**config.mk**
```make
export PLATFORM = sky130hd
export DESIGN_NAME = tapu_seq
export DESIGN_NICKNAME = d
export VERILOG_FILES = /design/src/rtl/tapu_seq_pkg.sv /design/src/rtl/tapu_seq.sv
export SDC_FILE = /design/constraint.sdc
export NUM_CORES = 1
export LEC_CHECK = 0
export ABC_AREA = 1
export BUFFER_PORTS_ARGS = -buffer_cell sky130_fd_sc_hd__buf_2
export CORE_MARGIN = 2
export CORE_UTILIZATION = 40
export DETAILED_ROUTE_END_ITERATION = 8
export PLACE_DENSITY = 0.69
export SLEW_MARGIN = 20
export SYNTH_ARGS = -nofsm -noshare
export SYNTH_HDL_FRONTEND = slang
export SYNTH_SLANG_ARGS = --single-unit
```
**constraint.sdc**
```tcl
create_clock -name clk -period 1.65 [get_ports clk]
set_clock_uncertainty 0.05 [all_clocks]
set_input_delay 0.165 -clock clk [delete_from_list [all_inputs] [get_ports clk]]
set_output_delay 0.165 -clock clk [all_outputs]
set_load 0.02 [all_outputs]
```
**src/rtl/tapu_seq_pkg.sv**
```systemverilog
// Shared types and constants for the TAPU tile sequencer.
// Array modes, sequencer states and the post-stream drain length.
package tapu_seq_pkg;

   typedef enum logic [2:0] {
      IDLE,
      CLR,
      STREAM,
      DRAIN,
      OUT,
      DONE
   } tapu_seq_state_e;

   localparam logic [1:0] MODE_MATMUL  = 2'b00;
   localparam logic [1:0] MODE_ILLEGAL = 2'b01;
   localparam logic [1:0] MODE_FPMUL   = 2'b10;
   localparam logic [1:0] MODE_FPADD   = 2'b11;

   localparam int unsigned ROWS_PER_TAPU = 4;

   // Matmul must wait out the row skew of every chained TAPU plus column propagation.
   function automatic int unsigned drain_len(input logic [1:0]  mode,
                                             input int unsigned num_tapu,
                                             input int unsigned cols,
                                             input int unsigned pe_lat);
      if (mode == MODE_MATMUL) begin
         return num_tapu * ROWS_PER_TAPU + cols + pe_lat;
      end
      return pe_lat;
   endfunction

endpackage

```
**src/rtl/tapu_seq.sv**
```systemverilog
// Tile sequencer: accepts one compute command and drives the TAPU array
// control through clear, operand stream, drain, output and completion.
module tapu_seq
   import tapu_seq_pkg::*;
#(
   parameter int unsigned NUM_TAPU = 4,
   parameter int unsigned COLS     = 16,
   parameter int unsigned PE_LAT   = 2,
   parameter int unsigned K_WIDTH  = 12
) (
   input  logic               clk,
   input  logic               rst_n,
   input  logic               cmd_valid,
   output logic               cmd_ready,
   input  logic [1:0]         cmd_mode,
   input  logic [K_WIDTH-1:0] cmd_k,
   input  logic               cmd_accum,
   input  logic               cmd_y_sel,
   output logic               rd_en,
   output logic [K_WIDTH-1:0] rd_addr,
   output logic [1:0]         mode_sel_out,
   output logic               y_sel_out,
   output logic               psu_clr_out,
   output logic               sys_buf_en_out,
   output logic               busy,
   output logic               done,
   output logic               err
);

   localparam int unsigned D_MM    = drain_len(MODE_MATMUL, NUM_TAPU, COLS, PE_LAT);
   localparam int unsigned D_FP    = drain_len(MODE_FPADD, NUM_TAPU, COLS, PE_LAT);
   localparam int unsigned OUT_LEN = NUM_TAPU * ROWS_PER_TAPU;
   localparam int unsigned CW_MIN  = $clog2(D_MM + 1);
   localparam int unsigned CNT_W   = (K_WIDTH > CW_MIN) ? K_WIDTH : CW_MIN;

   tapu_seq_state_e    state_q, state_d;
   logic [CNT_W-1:0]   cnt_q, cnt_d;
   logic [K_WIDTH-1:0] addr_q, addr_d;
   logic [K_WIDTH-1:0] k_q, k_d;
   logic [1:0]         mode_q, mode_d;
   logic               y_q, y_d;
   logic               accum_q, accum_d;
   logic               err_q, err_d;
   logic [CNT_W-1:0]   drain_cnt;
   logic               cnt_last;

   assign drain_cnt = (mode_q == MODE_MATMUL) ? CNT_W'(D_MM) : CNT_W'(D_FP);
   assign cnt_last  = (cnt_q == CNT_W'(1));

   always_ff @(posedge clk) begin
      if (!rst_n) begin
         state_q <= IDLE;
         cnt_q   <= '0;
         addr_q  <= '0;
         k_q     <= '0;
         mode_q  <= MODE_MATMUL;
         y_q     <= 1'b0;
         accum_q <= 1'b0;
         err_q   <= 1'b0;
      end else begin
         state_q <= state_d;
         cnt_q   <= cnt_d;
         addr_q  <= addr_d;
         k_q     <= k_d;
         mode_q  <= mode_d;
         y_q     <= y_d;
         accum_q <= accum_d;
         err_q   <= err_d;
      end
   end

   always_comb begin
      state_d = state_q;
      cnt_d   = cnt_q;
      addr_d  = addr_q;
      k_d     = k_q;
      mode_d  = mode_q;
      y_d     = y_q;
      accum_d = accum_q;
      err_d   = 1'b0;
      unique case (state_q)
         IDLE: begin
            if (cmd_valid) begin
               // An illegal mode is consumed without disturbing the array controls.
               if (cmd_mode == MODE_ILLEGAL) begin
                  err_d = 1'b1;
               end else begin
                  mode_d  = cmd_mode;
                  y_d     = cmd_y_sel;
                  accum_d = cmd_accum;
                  k_d     = cmd_k;
                  addr_d  = '0;
                  state_d = CLR;
               end
            end
         end
         CLR: begin
            if (k_q == '0) begin
               state_d = DRAIN;
               cnt_d   = drain_cnt;
            end else begin
               state_d = STREAM;
               cnt_d   = CNT_W'(k_q);
            end
         end
         STREAM: begin
            // Address stops on the final step so k = max never wraps it.
            if (cnt_last) begin
               state_d = DRAIN;
               cnt_d   = drain_cnt;
            end else begin
               cnt_d  = cnt_q - CNT_W'(1);
               addr_d = addr_q + K_WIDTH'(1);
            end
         end
         DRAIN: begin
            if (cnt_last) begin
               state_d = OUT;
               cnt_d   = CNT_W'(OUT_LEN);
            end else begin
               cnt_d = cnt_q - CNT_W'(1);
            end
         end
         OUT: begin
            if (cnt_last) begin
               state_d = DONE;
            end else begin
               cnt_d = cnt_q - CNT_W'(1);
            end
         end
         DONE: begin
            state_d = IDLE;
         end
         default: begin
            state_d = IDLE;
         end
      endcase
   end

   assign cmd_ready      = (state_q == IDLE);
   assign busy           = (state_q != IDLE);
   assign rd_en          = (state_q == STREAM);
   assign rd_addr        = addr_q;
   assign psu_clr_out    = (state_q == CLR) && !accum_q;
   assign sys_buf_en_out = (state_q == OUT);
   assign done           = (state_q == DONE);
   assign err            = err_q;
   assign mode_sel_out   = mode_q;
   assign y_sel_out      = y_q;

endmodule

```
After elaboration in Yosys (flattened, before gate mapping)

Cells that the tools add are included.

Add/sub/neg operators: 2
Multipliers: 0
Div/mod/pow operators: 0
Magnitude comparators: 0
Eq/ne operators: 14
Shift-type cells: 0
Multiplexer cells: 18
Bitwise gates (word level): 1
Reductions and logical operators: 13

Operator list:

| cell                                                  | count |
|---|---|
| 2-to-1 mux 12 bit                                     | 7 |
| one-hot mux 12 bit (4 select lines)                   | 1 |
| one-hot mux 12 bit (2 select lines)                   | 1 |
| 2-to-1 mux 3 bit                                      | 5 |
| one-hot mux 3 bit (5 select lines)                    | 1 |
| adder 12 x 1 -> 12 bit (second input constant)        | 1 |
| equality test 12 x 1 -> 1 bit (second input constant) | 1 |
| logical NOT 12 bit                                    | 1 |
| subtractor 12 x 1 -> 12 bit (second input constant)   | 1 |
| != test 2 bit (second input constant)                 | 5 |
| equality test 3 x 2 -> 1 bit (second input constant)  | 2 |
| equality test 3 bit (second input constant)           | 2 |
| 2-to-1 mux 6 bit                                      | 1 |
| AND reduction 3 bit                                   | 2 |
| AND reduction 5 bit                                   | 1 |
| != test 2 x 1 -> 1 bit (second input constant)        | 2 |
| AND reduction 4 bit                                   | 1 |
| nonzero test 4 bit                                    | 1 |
| equality test 3 x 1 -> 1 bit (second input constant)  | 1 |
| logical NOT 3 bit                                     | 1 |
| nonzero test 3 bit                                    | 1 |
| equality test 2 x 1 -> 1 bit (second input constant)  | 1 |
| logical NOT 2 bit                                     | 1 |
| 2-to-1 mux 1 bit                                      | 2 |
| 5 further kinds                                       | 5 |

Bits in registers: 44
Bits in latches: 0
Memory bits (writable): 0
Memory bits (read-only): 0
Input bits: 19
Output and inout port bits: 22
Word-level logic and storage cells: 56
Memories kept: 0

Logic depth before layout (Yosys ltp)

Gate-level depths: netlist (run 1).

Depth in word-level cells: 4
Mapped depth: 11
Gate-level depth less buffers: 10

Worst setup path after synthesis (run 1)

No wires, ideal clock.

Kind: reg2reg
From: register state_q[1]
To: register addr_q[2] (netlist: rd_addr[2])
Setup time: 0.070 ns
Arrival: 1.469 ns
Required time: 1.530 ns
Path slack: 0.060 ns
Cell stages (with the launch flop): 9
Buffers on the path: 1
Cells stage by stage: dfxtp_1 -> nor2_2 -> nand2_1 -> inv_2 -> nand2_2 -> nand2_2 -> buf_4 -> nand3_1 -> a21oi_1

Longest elaborated chain between the ends: 3
Elaborated cells between the ends (all ways): 8
Classes of those cells: 4 x eq/ne; 1 x mux; 3 x reduce/logical

Ends and longest elaborated chain:

| item                                                          | line           | text |
|---|---|---|
| start, declared                                               | tapu_seq.sv:36 | `tapu_seq_state_e state_q, state_d;` |
| start signal, assigned                                        | tapu_seq.sv:61 | `state_q <= state_d;` |
| logical NOT 3 bit (*)                                         | --             |  |
| net cmd_ready                                                 | tapu_seq.sv:14 | `output logic cmd_ready,` |
| != test 2 bit (no line) or nonzero test 2 bit (tied branches) | --             |  |
| AND reduction 4 bit (no line)                                 | --             |  |
| end signal, assigned                                          | tapu_seq.sv:63 | `addr_q <= addr_d;` |
| end, declared                                                 | tapu_seq.sv:38 | `logic [K_WIDTH-1:0] addr_q, addr_d;` |

The timed path passes the listed nets; every way through them passes the cells marked *.
A chain may end at the register's enable or synchronous reset.

Worst setup path in the final report (run 1)

From: register state_q[1]
To: output psu_clr_out

Longest elaborated chain between the ends: 2

Ends and longest elaborated chain:

| item                         | line            | text |
|---|---|---|
| equality test 3 x 1 -> 1 bit | tapu_seq.sv:144 | `assign psu_clr_out = (state_q == CLR) && !accum_q;` |
| logical AND 1 bit            | tapu_seq.sv:144 |  |
| end, declared                | tapu_seq.sv:23  | `output logic psu_clr_out,` |

No other way between the ends.

==> results_dict.tcl, run 1 <==
set metrics [dict create \
    outcome "completed" \
    gp_congestion 0.846 \
    grt_max_degree 27 \
    die-area_um2 7250 \
    core_area_um2 6350 \
    drv_slew 0 \
    grt_overflow 0 \
    synth_seq_area_share_pct 33.4 \
    drive_gt1_share_pct 23.0 \
    die_y_um 85.2 \
    crit_fanout 4 \
    max_slew_margin_pct 81.0 \
    place_ws_ns 0.0330 \
    core.rowCount 29 \
    drt_iter0_drc 99 \
    end_kind "output pin" \
    arrival_ns 1.36 \
    whs_path_depth 3 \
    wl_um 6440 \
    synth_area_um2 2640 \
    cts_buffers 5 \
    synth_edf_count 0 \
    portBuffers 40 \
    hold_violations 0 \
    htree_levels 2 \
    grtUsageTotal_pct 18.5 \
    async_reset_ff_share_pct 0 \
    boundaryPins 41 \
    worst_slew_pin_slew_ns 0.284 \
    nets 491 \
    cts_post_setup_buffers_inserted 0 \
    cp.required_ns 1.43 \
    cts.sinks 44 \
    criticalPathCategory "reg2out" \
    tns_ns 0 \
    area_growth_pct 20.8 \
    clockBufferDepth 2 \
    wl_met2_um 2890 \
    fin_crit_ns 1.57 \
    root_buffer "clkbuf_8" \
    avgSynthCellArea_um2 6.36 \
    clk_pin_slew_ns 0.09 \
    post_drt_wl_per_cell_um 11.8 \
    via_per_inst 4.97 \
    r2r-start "state_q[2]" \
    highest_layer "met4" \
    ys_warn_count 0 \
    pwr_density_cell_nw_per_um2 1910 \
    synthFlopType "dfxtp_1" \
    min_path_type "in2reg" \
    yosys_register_bits 44 \
    postRouteAntennaNets 0 \
    rrSetupSlack_ns 0.13 \
    antenna_found_initial 0 \
    final_common_cell "nand2_1" \
    dr.pass1.iters 4 \
    worst_slack_ns 0.0794 \
    met1Wirelength_um 3190 \
    synth_nets 436 \
    first_global_vias 2499 \
    max-vdd-ir-drop_uv 840 \
    grt_pass1_wl_um 11100 \
    maxCapViolCount 0 \
    dieWidth_um 85.2 \
    synth_cell_types 33 \
    setup_viol 0 \
    ctsHoldBuffers 0 \
    vias 2720 \
    holdPathEnd "accum_q" \
    grt_setup_unrepaired "false" \
    initial_core_util_pct 41.5 \
    synthCells 414 \
    layout_common_cells "nand2_1 (99), nor2_1 (83), dfxtp_1 (41), buf_2 (39), nand3_1 (37)" \
    worstRegToRegCells 9 \
    insertion_delay_ns 0.30 \
    startpoint "state_q[1]" \
    p_leak_nw 1.51 \
    startpoint_type "register" \
    drc 0 \
    dr_wl_met3_um 265 \
    dp_hpwl_um 4880 \
    min_period_over_period_pct 95.2 \
    diodes 0 \
    hold_start "cmd_accum" \
    tritoncts "done" \
    max_clock_freq_ghz 0.637 \
    timing.rr.end "cnt_q[0]" \
]
[worst max-delay path by stage]
| stage | endpoint | slack (ns) | cells past startpoint |
|---|---|---|---|
| 5_1_grt | cnt_q[6] | 0.004 | 10 |
| 3_5_place_dp | cnt_q[7] | 0.03 | 9 |
| 6_report | psu_clr_out | 0.08 | 6 |
| 3_3_place_gp | cnt_q[8] | 0.06 | 9 |
| 4_1_cts | cnt_q[8] | 0.0008 | 9 |
| 2_1_floorplan | rd_addr[2] | 0.06 | 8 |
[flip-flops by register name (all words and copies together), names as in the netlist]
| register | cells |
|---|---|
| accum_q | 1 |
| cnt_q | 12 |
| err | 1 |
| k_q | 12 |
| mode_sel_out | 2 |
| rd_addr | 12 |
| state_q | 3 |
| y_sel_out | 1 |
[through the flow]
| stage | hold slack, ns | util (%) | area (um^2) | power (W) | instances |
|---|---|---|---|---|---|
| floorplan | 0.253 | - | 2640 | 0.00425 | 414 |
| global placement | 0.370 | 47.3 | 3000 | 0.00503 | 539 |
| detailed placement | 0.371 | 47.3 | 3000 | 0.00508 | 539 |
| CTS | 0.0549 | 49.2 | 3130 | 0.00596 | 547 |
| global route | 0.0689 | 50.1 | 3180 | 0.00663 | 547 |
| finish | 0.0587 | 50.1 | 3180 | 0.00608 | 547 |
[report_power, final]
group	total [W]	switching, W	leakage [nW]	internal, W
Sequential	0.00157	0.000227	0.362	0.00134
Combinational	0.00366	0.00233	1.09	0.00133
Clock	0.000858	0.000402	0.0583	0.000456
[kinds of logic (layout without fill, tap and decap cells)]
| family | count (synthesis) | in the layout | share of synthesized area [%] |
|---|---|---|---|
| AO/OA/AOI/OAI | 59 | 59 | 12.5 |
| XOR/XNOR | 6 | 6 | 1.99 |
| flip-flops | 44 | 44 | 33.4 |
| AND/OR/NAND/NOR | 253 | 253 | 42.3 |
| adder cells (fa/ha/maj) | 3 | 3 | 1.42 |
| buffers and inverters | 49 | 105 | 8.31 |
[cell type report]
cell class | count | area [um^2]
Tap cell | 77 | 96.3
Timing Repair Buffer | 58 | 345
Fill cell | 644 | 3170
Sequential cell | 44 | 885
Clock inverter | 3 | 47.5
Multi-Input combinational cell | 321 | 1580
Clock buffer | 5 | 68.8
Inverter | 39 | 161
[synthesized netlist by cell type, types with 4 or more instances]
| master | count | area [um^2] |
|---|---|---|
| nand2_1 | 102 | 383 |
| nor2_1 | 89 | 334 |
| dfxtp_1 | 44 | 881 |
| nand3_1 | 38 | 190 |
| inv_1 | 34 | 128 |
| a21oi_1 | 27 | 135 |
| o21ai_0 | 19 | 95.1 |
| nand4_1 | 6 | 37.5 |
| o21ai_2 | 6 | 52.6 |
| nor2_2 | 5 | 31.3 |
| buf_2 | 4 | 20.0 |
| nand2_2 | 4 | 25.0 |
| xnor2_1 | 4 | 35.0 |
[layer usage]
metal / GRT usage (%) / up-vias
met5: 0 / -
li1: - / 1426
met4: 5.48 / 0
met3: 2.63 / 8
met2: 29.5 / 63
met1: 26.1 / 1223
[worst max-delay path: stages (launching register included)]
cell     delay, ns
dfxtp_2       0.34
buf_4         0.15
nor2_2        0.11
nand2_2       0.08
buf_4         0.16
nor2_2        0.08
buf_4         0.14
[timing repair]
item	4_1_cts	5_1_grt
setup endpoints to repair	1	23
hold endpoints to repair	0	0
gates resized for setup	2	22
pin swaps	0	1
No activity file was read; power rests on OpenSTA's default activity.
==> inputs of run 2 (changes only) <==
Settings changed: CORE_UTILIZATION 40 to 57, PLACE_DENSITY 0.69 to 0.89.
==> run 2 against run 1 <==
Net effect:
- utilization is 21 points higher
- design area is 1.5% lower
- fmax is 0.68% higher
- critical endpoint unchanged
==> results_dict.tcl, run 2 (synthesized netlist as in run 1, its figures left out) <==
set metrics [dict create \
    criticalPathCategory "reg2out" \
    initial_core_util_pct 59.7 \
    nets 492 \
    max_slew_margin_pct 71.0 \
    hold_violations 0 \
    clk_pin_slew_ns 0.09 \
    clockBufferDepth 2 \
    max_clock_freq_ghz 0.641 \
    htree_levels 2 \
    maxCapViolCount 0 \
    fin_crit_ns 1.56 \
    area_growth_pct 19.0 \
    cts_buffers 5 \
    boundaryPins 41 \
    grtUsageTotal_pct 27.4 \
    gp_congestion 0.854 \
    core_area_um2 4410 \
    crit_slowest_cell "dfxtp_2" \
    drive_gt1_share_pct 22.3 \
    crit_buf_inv 2 \
    vias 2818 \
    antenna_found_initial 0 \
    grt_max_degree 19 \
    setup_viol 0 \
    cp.required_ns 1.43 \
    insertion_delay_ns 0.31 \
    p_leak_nw 1.52 \
    critPathMaxStageDelay_ns 0.38 \
    worst_slew_pin_slew_ns 0.434 \
    portBuffers 40 \
    crit_fanout 4 \
    dp_hpwl_um 4810 \
    core.rowCount 24 \
    max-vdd-ir-drop_uv 982 \
    end_kind "output pin" \
    tritoncts "done" \
    drc 0 \
    min_path_type "in2reg" \
    grt_overflow 0 \
    first_global_vias 2512 \
    final_common_cell "nand2_1" \
    finalPower_w 0.00612 \
    hold_ws_ns 0.0553 \
    cpMostUsedCell "nor2_1" \
    wl_um 6710 \
    die_y_um 72.0 \
    grt_pass1_wl_um 11200 \
    dieWidth_um 72.0 \
    postRouteAntennaNets 0 \
    cp_cell_sequence "inv_1 > nor2_1 > nand2_1 > nor2_1 > buf_2" \
    outcome "completed" \
    post_drt_wl_per_cell_um 12.8 \
    root_buffer "clkbuf_8" \
    cts.sinks 44 \
    pwr_density_cell_nw_per_um2 1950 \
    startpoint_type "register" \
    arrival_ns 1.34 \
    diodes 0 \
    final-seq-area_um2 885 \
    drt_iter0_drc 219 \
    die-area_um2 5180 \
    via_per_inst 5.39 \
    dr.pass1.iters 5 \
    layout_common_cells "nand2_1 (100), nor2_1 (86), dfxtp_1 (41), buf_2 (40), nand3_1 (36)" \
    drv_slew 0 \
    multiInputGateArea_um2 1570 \
    num-fill-cells 341 \
    critPathTopFamily "flip-flops" \
    min_period_over_period_pct 94.5 \
]
[run 2: metal layers]
| layer | wire length (um) | share of wire (%) | GRT usage, % | up-vias |
|---|---|---|---|---|
| met5 | 0 | 0 | 0 | - |
| met2 | 3030 | 45 | 43.4 | 124 |
| li1 | - | - | - | 1429 |
| met4 | 123 | 1.8 | 9.64 | 0 |
| met3 | 458 | 6.8 | 5.56 | 19 |
| met1 | 3090 | 46 | 37.3 | 1246 |
[run 2: tightest hold or removal path, cell delays in order]
cell and delay (ns):
buf_2 0.07, o21ai_0 0.07, nor2_1 0.07
[run 2: per-stage QoR]
step | utilization, % | cells | TNS, ns | setup slack, ns | instance area (um^2)
floorplan | - | 414 | 0 | 0.0603 | 2640
detailed placement | 67.3 | 514 | 0 | 0.0269 | 2970
global placement | 67.3 | 514 | 0 | 0.107 | 2970
CTS | 69.9 | 522 | 0 | 0.00117 | 3080
finish | 71.0 | 523 | 0 | 0.0900 | 3140
global route | 71.0 | 523 | -0.00480 | -0.00260 | 3140
[run 2: timing repair]
action	CTS	global route
resized for setup	0	15
setup endpoints to repair	0	39
setup buffers	0	1
hold buffers	0	0
[run 2: worst paths after layout]
path	cells past startpoint	slack, ns	endpoint	from
max reg2reg	9	0.11	cnt_q[7]	cnt_q[1]
min reg2reg	2	0.42	mode_sel_out[0]	mode_sel_out[0]
min	3	0.06	k_q[7]	cmd_k[7]
max	5	0.09	psu_clr_out	state_q[0]
[run 2: cell type report]
class	count	share of cell area, %
Timing Repair Buffer	59	11.1
Tap cell	52	2.08
Sequential cell	44	28.2
Clock inverter	3	1.36
Inverter	39	4.99
Multi-Input combinational cell	321	50.1
Clock buffer	5	2.19
[run 2: where the power goes]
| group | switching [W] | internal, W |
|---|---|---|
| registers | 0.000238 | 0.00134 |
| logic | 0.00234 | 0.00135 |
| clock network | 0.000403 | 0.000449 |
| total | 0.00298 | 0.00315 |
==> inputs of run 3 (changes only) <==
Settings changed: CELL_PAD_IN_SITES_DETAIL_PLACEMENT set to 1, CELL_PAD_IN_SITES_GLOBAL_PLACEMENT set to 1, CORE_UTILIZATION 57 to 39, PLACE_DENSITY 0.89 to 0.88.
==> run 3 against run 2 <==
Net effect:
- clock power grew 0.5%
- power grew 5.5%
- die area grew 43%
- final cell count is 5.7% higher
- design area increased by 2.9%
- highest routed layer unchanged
- utilization is 21 points lower
- largest power group unchanged
- fmax shrank 2.2%
- hold slack better by 0.0073 ns
- sequential power is essentially flat
- combinational power up 9.5%
- flip-flop and latch count unchanged
- first-iteration DRC count fell by 58%
==> results_dict.tcl, run 3 (synthesized netlist as in run 1, its figures left out) <==
set metrics [dict create \
    outcome "completed" \
    arrival_ns 1.38 \
    dp_hpwl_um 6210 \
    min_period_over_period_pct 96.6 \
    grt_overflow 0 \
    core_area_um2 6460 \
    r2r-start "cnt_q[1]" \
    area_growth_pct 22.5 \
    maxCapViolCount 0 \
    insertion_delay_ns 0.30 \
    via_per_inst 5.20 \
    root_buffer "clkbuf_8" \
    critPathCapture "psu_clr_out" \
    portBuffers 40 \
    cp.depth 5 \
    pwr_density_cell_nw_per_um2 2000 \
    antenna_found_initial 0 \
    criticalPathCategory "reg2out" \
    startpoint_type "register" \
    crit_fanout 4 \
    design_area_um2 3230 \
    cts.sinks 44 \
    cpMostUsedCell "nor2_1" \
    wl_met2_um 4060 \
    cp_cell_sequence "inv_1 > nor2_1 > nand2_1 > nor2_1 > buf_2" \
    gp_congestion 0.850 \
    clk_pin_slew_ns 0.09 \
    boundaryPins 41 \
    wl_um 8380 \
    grt_max_degree 27 \
    timing.rr.end "cnt_q[0]" \
    cts_buffers 5 \
    die_y_um 86.2 \
    vias 2873 \
    drv_slew 0 \
    min_path_type "in2reg" \
    worstRegToRegCells 9 \
    met1Wirelength_um 3860 \
    p_leak_nw 1.54 \
    max-vdd-ir-drop_uv 678 \
    critPathTopFamily "simple AND/OR/NAND/NOR gates" \
    dieWidth_um 86.2 \
    rrSetupSlack_ns 0.11 \
    highest_layer "met4" \
    ctsHoldBuffers 0 \
    post_drt_wl_per_cell_um 15.2 \
    hold_ws_ns 0.0626 \
    htree_levels 2 \
    fin_util_pct 50.0 \
    drc 0 \
    cp.required_ns 1.43 \
    dr_wl_met3_um 289 \
    nets 497 \
    clockBufferDepth 2 \
    layout_common_cells "nand2_1 (100), nor2_1 (84), dfxtp_1 (40), buf_2 (40), nand3_1 (36)" \
    max_clock_freq_ghz 0.627 \
    startpoint "state_q[0]" \
    worst_slew_pin_slew_ns 0.473 \
    core.rowCount 29 \
    grt_pass1_wl_um 14100 \
    setup_viol 0 \
    end_kind "output pin" \
    initial_core_util_pct 40.8 \
    postRouteAntennaNets 0 \
    die-area_um2 7430 \
    diodes 0 \
    drive_gt1_share_pct 23.9 \
    place_area_um2 3030 \
    first_global_vias 2970 \
    max_slew_margin_pct 68.4 \
    crit_slowest_cell "dfxtp_2" \
    grtUsageTotal_pct 23.9 \
    hold_violations 0 \
    critPathMaxStageDelay_ns 0.38 \
    dr.pass1.iters 4 \
    drt_iter0_drc 93 \
    final_common_cell "nand2_1" \
    fin_crit_ns 1.59 \
    tritoncts "done" \
    crit_buf_inv 2 \
    num-fill-cells 902 \
]
run 3: cell count changes in the layout (fill, tap and decap cells not counted), sizes merged:
cell	delta
inv	-1
clkinv	+1
buf	+5
run 3: worst min path at each step:
stage,endpoint,slack [ns],start,cells past startpoint
CTS,k_q[4],0.06,cmd_k[4],3
global placement,k_q[4],0.37,cmd_k[4],3
finish,k_q[4],0.06,cmd_k[4],3
floorplan,mode_sel_out[0],0.25,rst_n,2
detailed placement,k_q[4],0.38,cmd_k[4],3
global route,k_q[7],0.07,cmd_k[7],3
run 3: repair_timing:
action                                 in CTS  in global routing
endpoints found under the hold margin       0                  0
gates resized for setup                     1                 21
setup endpoints to repair                   1                 34
buffers inserted                            0                  2
pin swaps                                   0                  3
run 3: metal layers:
layer	vias up	GRT usage, %
li1	1442	-
met5	-	0
met4	0	8.24
met1	1360	30.9
met3	14	3.81
met2	57	40.5
run 3: power breakdown:
part	switching, W	internal (W)
clock	0.000407	0.000449
sequential	0.000218	0.00135
combinational	0.00261	0.00143
run 3: worst register-to-register path, stage by stage, from the launching register on:
cell and delay [ns]:
dfxtp_2 0.34, inv_1 0.08, ha_1 0.17, nand2_1 0.09, nor2_4 0.13, nand3_2 0.14
nand2_8 0.11, clkinv_8 0.10, o21ai_1 0.17, nor2_1 0.06
run 3: final cells by class:
| cell class | instances | area (um^2) | area share (%) |
|---|---|---|---|
| Multi-Input combinational cell | 321 | 1590 | 49.1 |
| Sequential cell | 44 | 888 | 27.5 |
| Timing Repair Buffer | 64 | 384 | 11.9 |
| Inverter | 39 | 161 | 5.00 |
| Tap cell | 77 | 96.3 | 2.99 |
| Clock buffer | 5 | 68.8 | 2.13 |
| Clock inverter | 3 | 42.5 | 1.32 |
run 3: per-stage QoR:
stage	TNS, ns	setup slack [ns]	total power (W)	cells
after floorplan	0	0.0603	0.00425	414
after detailed placement	0	0.00101	0.00534	543
final	0	0.0557	0.00646	553
after CTS	0	0.00508	0.00623	551
after global placement	0	0.102	0.00514	543
after global routing	-0.00127	-0.00127	0.00702	553
